**src/rtl/fifo_axis_framer.sv**
```systemverilog
// Adapts a standard-mode (one-cycle read latency) sync FIFO to an AXI-Stream master,
// cutting the stream into FRAME_LEN-beat frames marked with tlast.
module fifo_axis_framer #(
  parameter int unsigned WIDTH     = 8,
  parameter int unsigned FRAME_LEN = 16
) (
  input  logic             clk,
  input  logic             rst_n,
  input  logic [WIDTH-1:0] fifo_dout,
  input  logic             fifo_empty,
  output logic             fifo_rd_en,
  output logic [WIDTH-1:0] m_axis_tdata,
  output logic             m_axis_tvalid,
  input  logic             m_axis_tready,
  output logic             m_axis_tlast,
  output logic [15:0]      frame_cnt
);

  localparam logic [15:0] LastBeat = 16'(FRAME_LEN - 1);

  logic [WIDTH-1:0] buf_q [2];
  logic             head_q, tail_q;
  logic [1:0]       occ_q, occ_d;
  logic             inflight_q;
  logic             started_q;
  logic [15:0]      beat_q, beat_d;
  logic [15:0]      frame_cnt_q, frame_cnt_d;
  logic             pop;
  logic [2:0]       level;

  always_comb begin
    m_axis_tvalid = (occ_q != 2'd0);
    m_axis_tdata  = buf_q[head_q];
    m_axis_tlast  = m_axis_tvalid && (beat_q == LastBeat);
    frame_cnt     = frame_cnt_q;
    pop           = m_axis_tvalid && m_axis_tready;
    // Entries held or on their way once this cycle's pop is accounted for.
    level         = {1'b0, occ_q} + {2'b00, inflight_q} - {2'b00, pop};
    fifo_rd_en    = started_q && !fifo_empty && (level < 3'd2);
    occ_d         = level[1:0];
    beat_d        = beat_q;
    if (pop) begin
      beat_d = (beat_q == LastBeat) ? 16'd0 : beat_q + 16'd1;
    end
    frame_cnt_d = frame_cnt_q;
    if (pop && m_axis_tlast) begin
      frame_cnt_d = frame_cnt_q + 16'd1;
    end
  end

  always_ff @(posedge clk or negedge rst_n) begin
    if (!rst_n) begin
      for (int i = 0; i < 2; i++) begin
        buf_q[i] <= '0;
      end
      head_q      <= 1'b0;
      tail_q      <= 1'b0;
      occ_q       <= 2'd0;
      inflight_q  <= 1'b0;
      started_q   <= 1'b0;
      beat_q      <= 16'd0;
      frame_cnt_q <= 16'd0;
    end else begin
      started_q   <= 1'b1;
      inflight_q  <= fifo_rd_en;
      occ_q       <= occ_d;
      beat_q      <= beat_d;
      frame_cnt_q <= frame_cnt_d;
      if (inflight_q) begin
        buf_q[tail_q] <= fifo_dout;
        tail_q        <= ~tail_q;
      end
      if (pop) begin
        head_q <= ~head_q;
      end
    end
  end

endmodule

```
**config.mk**
```make
export PLATFORM = sky130hd
export DESIGN_NAME = fifo_axis_framer
export DESIGN_NICKNAME = d
export VERILOG_FILES = /design/src/rtl/fifo_axis_framer.sv
export SDC_FILE = /design/constraint.sdc
export NUM_CORES = 1
export LEC_CHECK = 0
export CAP_MARGIN = 10
export CORE_AREA = 2 2 83 85
export DETAILED_ROUTE_END_ITERATION = 10
export DIE_AREA = 0 0 85 87
export DONT_BUFFER_PORTS = 1
export SYNTH_ARGS = -nofsm -noshare
export SYNTH_HDL_FRONTEND = slang
export SYNTH_SLANG_ARGS = --single-unit
```
**constraint.sdc**
```tcl
create_clock -name clk -period 6 [get_ports clk]
set_input_delay 1.8 -clock clk [delete_from_list [all_inputs] [get_ports clk]]
set_output_delay 1.8 -clock clk [all_outputs]
set_load 0.02 [all_outputs]
```
; ---- Word level (Yosys, flattened, before mapping)
; Cells that the tools add are included.
; W data, S select, Z words.
[word_totals]
rom_bits = 0
word_cells = 37
ramBits = 0
out_inout_bits = 27
inputBits = 12
mem_count = 0
ff_bits = 54
latch_bits = 0
[classes]
magnitude_cmp = 4
mul = 0
div_mod_pow = 0
add_sub_neg = 4
n_eq_ne = 1
reduce_logical = 8
n_mux = 7
n_shift = 0
bitwise = 4
[op_table]
columns = cell, n
row1 = $add A16 B1 Y16 const B, 2
row2 = $mux W8, 4
row3 = $bwmux W16, 1
row4 = $eq A16 B4 Y1 const B, 1
row5 = $mux W16, 1
row6 = $demux W8 S1, 1
row7 = $logic_and A1 B1 Y1, 6
row8 = $ge A2 B2 Y1 const B, 2
row9 = $not A1 Y2, 2
row10 = $add A2 B1 Y3, 1
row11 = $lt A3 B2 Y1 const B, 1
row12 = $sub A3 B1 Y3, 1
row13 = $lt A2 B1 Y1 const B, 1
row14 = $not A1 Y1, 2
row15 = $reduce_bool A2 Y1, 1
row16 = $logic_not A1 Y1, 1

; ---- Depth between registers and ports, before layout
[logic_depth]
depth_word = 6
mapped_depth = 8
ltp_nobuf = 8

; ---- Worst setup path before layout
; No wires, ideal clock.
[synth_path]
kind = input port to output port
from = input m_axis_tready
to = output fifo_rd_en
arrival_time_ns = 3.776
required_ns = 4.200
cell_stages = 8
path_buffers = 0
setup_slack_ns = 0.424
path_cell_list = o21ai_4 -> inv_4 -> ha_1 -> inv_1 -> ha_1 -> fa_1 -> xnor2_1 -> nor4b_1
[synth_via]
elab_chain_cells = 4
[synth_lines]
columns = element, line_no
row1 = start: declaration, 14  ; input logic m_axis_tready,
row2 = $logic_and A1 B1 Y1, 36  ; pop = m_axis_tvalid && m_axis_tready;
row3 = via pop, 28  ; logic pop;
row4 = $sub A3 B1 Y3, 38  ; level = {1'b0, occ_q} + {2'b00, inflight_q} - {2'b00, pop};
row5 = $lt A3 B2 Y1, 39  ; fifo_rd_en = started_q && !fifo_empty && (level < 3'd2);
row6 = $logic_and A1 B1 Y1, 39
row7 = end: declaration, 11  ; output logic fifo_rd_en,
; The timed path passes the listed nets, and every way through them passes these cells.

; ---- Worst setup path in the final report
; Ends and elaborated chain as after synthesis.

==> results.json <==
{
  "status": "completed",
  "hold_class": "flip-flop to flip-flop",
  "ctsHoldBuffers": 0,
  "row_count": 30,
  "critPathRequiredTime_ps": 4200,
  "drive_gt1_share_pct": 26.92,
  "routed_wl_mm": 4.412,
  "synth-seq-area-share_pct": 52.97,
  "seqPwrFrac_pct": 49.0,
  "grt_max_degree": 55,
  "yosysWarnings": 0,
  "clk_path_buf_depth": 2,
  "hpwlAfterDp_mm": 3.151,
  "fmax_ghz": 0.1854,
  "p_sw_mw": 0.3592,
  "syn_area_per_cell_um2": 12.63,
  "grt_overflow_total": 0,
  "r2r_cells": 8,
  "fin_skew_ps": 7.098,
  "port-buffer-count": 0,
  "postLayoutCellArea_mm2": 0.002749,
  "core_mm2": 0.006569,
  "drt_iter0_drc": 66,
  "dpl-instance-area_mm2": 0.002640,
  "ctsResizeCount": 0,
  "nNetsFinal": 224,
  "grt_use_total_pct": 12.92,
  "grt_setup_unrepaired": "no",
  "fin_setup_tns_ps": 0,
  "worstSkewPairLatency_ps": 310,
  "period_minus_slack_ps": 5393,
  "p_per_area_mw_per_mm2": 395.1,
  "cp-end-kind": "output port",
  "switching_share_pct": 33.07,
  "start_util_pct": 38.84,
  "fin_hold_ws_ps": 497.5,
  "die-area_mm2": 0.007395,
  "grt_pass1_vias": 1576,
  "drv_slew": 0,
  "area_delta_synth_final_pct": 7.749,
  "power_frac_comb_pct": 28.6,
  "crit_fanout": 9,
  "r2r-start": "occ_q[1]",
  "hp-start": "beat_q[6]",
  "synth_cells": 202,
  "critPathLaunchType": "primary input",
  "synth.ff_latch_count": 54,
  "regToRegSetupSlack_ps": 3600,
  "setup_violations": 0,
  "p_leak_nw": 1.263,
  "hold_viol": 0,
  "ir_worst_vdd_v": 0.0002022,
  "synth_cell_type_count": 39,
  "ios": 39,
  "internal-power_mw": 0.7269,
  "netlist_area_mm2": 0.002551,
  "total_power_mw": 1.086,
  "cts.reportedPaths.clkPinSlew_ps": 100,
  "place_congestion": 0.7659,
  "die_h_um": 87,
  "whs_endpoint": "beat_q[6]",
  "tritoncts": "done",
  "slew_headroom_pct": 53.94,
  "postCtsSetupRepairBufs": 0,
  "hold_depth": 1,
  "viasPerCell": 5.111,
  "tightest_slew_ps": 688.4,
  "cts_buffers": 5,
  "die_w_um": 85,
  "antenna_found_initial": 0,
  "reg2reg_to": "inflight_q",
  "critPathKind": "primary input to output port",
  "cts_sinks": 54,
  "clockRootBuffer": "clkbuf_8",
  "antenna_left": 0,
  "syn_nets": 219,
  "crit_arrival_ps": 3590,
  "nFillCells": 621,
  "diodes": 0,
  "drt_pass1_iterations": 4,
  "period_share_pct": 89.89,
  "maxCapViolCount": 0,
  "wl_per_cell_um": 15.32,
  "vias": 1472,
  "p_clk_share_pct": 22.5,
  "cts_max_level": 2,
  "grt_pass1_wl_mm": 7.507,
  "drc": 0
}
synthesized netlist by cell type:
cell	count	share of area [%]
nor2_1	10	1.5
and2_1	1	0.25
and4_4	1	0.44
nand4_1	6	1.5
mux2_2	24	11
and4_1	2	0.69
inv_1	8	1.2
inv_4	1	0.25
nand3_1	8	1.6
o21ai_0	1	0.20
and4bb_2	1	0.49
nor3_1	3	0.59
mux2_1	1	0.44
or2_1	1	0.25
nor4b_1	1	0.34
nand2_1	14	2.1
buf_1	1	0.15
conb_1	1	0.15
nor4_1	1	0.25
nor2b_1	1	0.25
o2111ai_1	1	0.34
nor3_2	8	3.1
dfrtp_1	54	53
buf_6	1	0.44
ha_1	4	2.0
nor4_2	3	1.5
nand4_2	2	0.98
nand4_4	1	0.83
xor2_1	21	7.2
o21ai_4	1	0.64
nor3b_2	1	0.49
or2_2	2	0.49
xnor2_2	1	0.64
nor3b_1	1	0.29
xnor2_1	10	3.4
fa_1	1	0.78
or4_4	1	0.44
clkbuf_1	1	0.15
and3_1	1	0.25
worst max-delay path: stages:
cell     delay (ps)
o21ai_4         110
inv_4           110
ha_1            290
inv_1            40
ha_1            190
fa_1            390
xnor2_1         140
nor4b_1         330
buf_4           210
power by group through the flow:
stage / Sequential [mW] / Combinational [mW] / Clock (mW)
after floorplan: 0.510 / 0.284 / 0
after global placement: 0.539 / 0.305 / 0
after detailed placement: 0.542 / 0.314 / 0
after CTS: 0.534 / 0.318 / 0.251
after global routing: 0.547 / 0.343 / 0.265
final: 0.532 / 0.310 / 0.244
cell usage in the layout, fill, tap and decap left out, types with 4 or more instances in the layout:
cell type and count:
inv_1 8, dfrtp_1 54, nor2_1 10, clkbuf_8 5, nand4_1 6, ha_1 4, nor3_2 8, nand3_1 8
mux2_2 24, nand2_1 14, xor2_1 21, xnor2_1 10
logic make-up (layout without fill, tap and decap cells):
family / after synthesis / after routing / synth area share [%]
multiplexers: 25 / 25 / 11.03
AO/OA/AOI/OAI: 3 / 3 / 1.177
adder cells (fa/ha/maj): 5 / 5 / 2.747
buffers and inverters: 12 / 18 / 2.158
AND/OR/NAND/NOR: 70 / 70 / 18.49
XOR/XNOR: 32 / 32 / 11.28
other: 1 / 1 / 0.1470
flip-flops: 54 / 54 / 52.97
final cells by class:
cell class                 instances  area, µm²  share of cell area, %
clock buffer                       5      68.82                  2.503
multi-input combinational        136       1145                  41.65
inverter                           9      36.28                  1.320
timing repair buffer               1      7.507                 0.2731
tap                               80      100.1                  3.641
sequential                        54       1351                  49.16
clock inverter                     3      40.04                  1.457
state kept, by name, indices dropped and copies added (netlist names):
| name | flops |
|---|---|
| beat_q | 16 |
| buf_q | 16 |
| frame_cnt | 16 |
| head_q | 1 |
| inflight_q | 1 |
| occ_q | 2 |
| started_q | 1 |
| tail_q | 1 |
metal layers:
| metal | global-route usage [%] | vias up | part of all wire (%) |
|---|---|---|---|
| met5 | 0 | - | 0 |
| met4 | 4.762 | 0 | 1.6 |
| met3 | 4.739 | 6 | 5.9 |
| met2 | 20.31 | 31 | 46 |
| met1 | 16.40 | 729 | 46 |
| li1 | - | 706 | - |
worst max-delay path by stage:
stage                   from          to  slack (ps)  depth (start not counted)
6_report       m_axis_tready  fifo_rd_en         610                          9
5_1_grt        m_axis_tready  fifo_rd_en         460                          9
4_1_cts        m_axis_tready  fifo_rd_en         600                          9
3_5_place_dp   m_axis_tready  fifo_rd_en         600                          9
3_3_place_gp   m_axis_tready  fifo_rd_en         620                          9
2_1_floorplan  m_axis_tready  fifo_rd_en         420                          8
stage by stage:
stage               setup slack, ps  util (%)  cells
CTS                           595.7     41.85    288
finish                        606.6     41.85    288
detailed placement            596.9     40.19    280
floorplan                     424.1         -    202
global route                  455.4     41.85    288
global placement              622.0     40.19    280
Power figures use the tool's default switching activity.
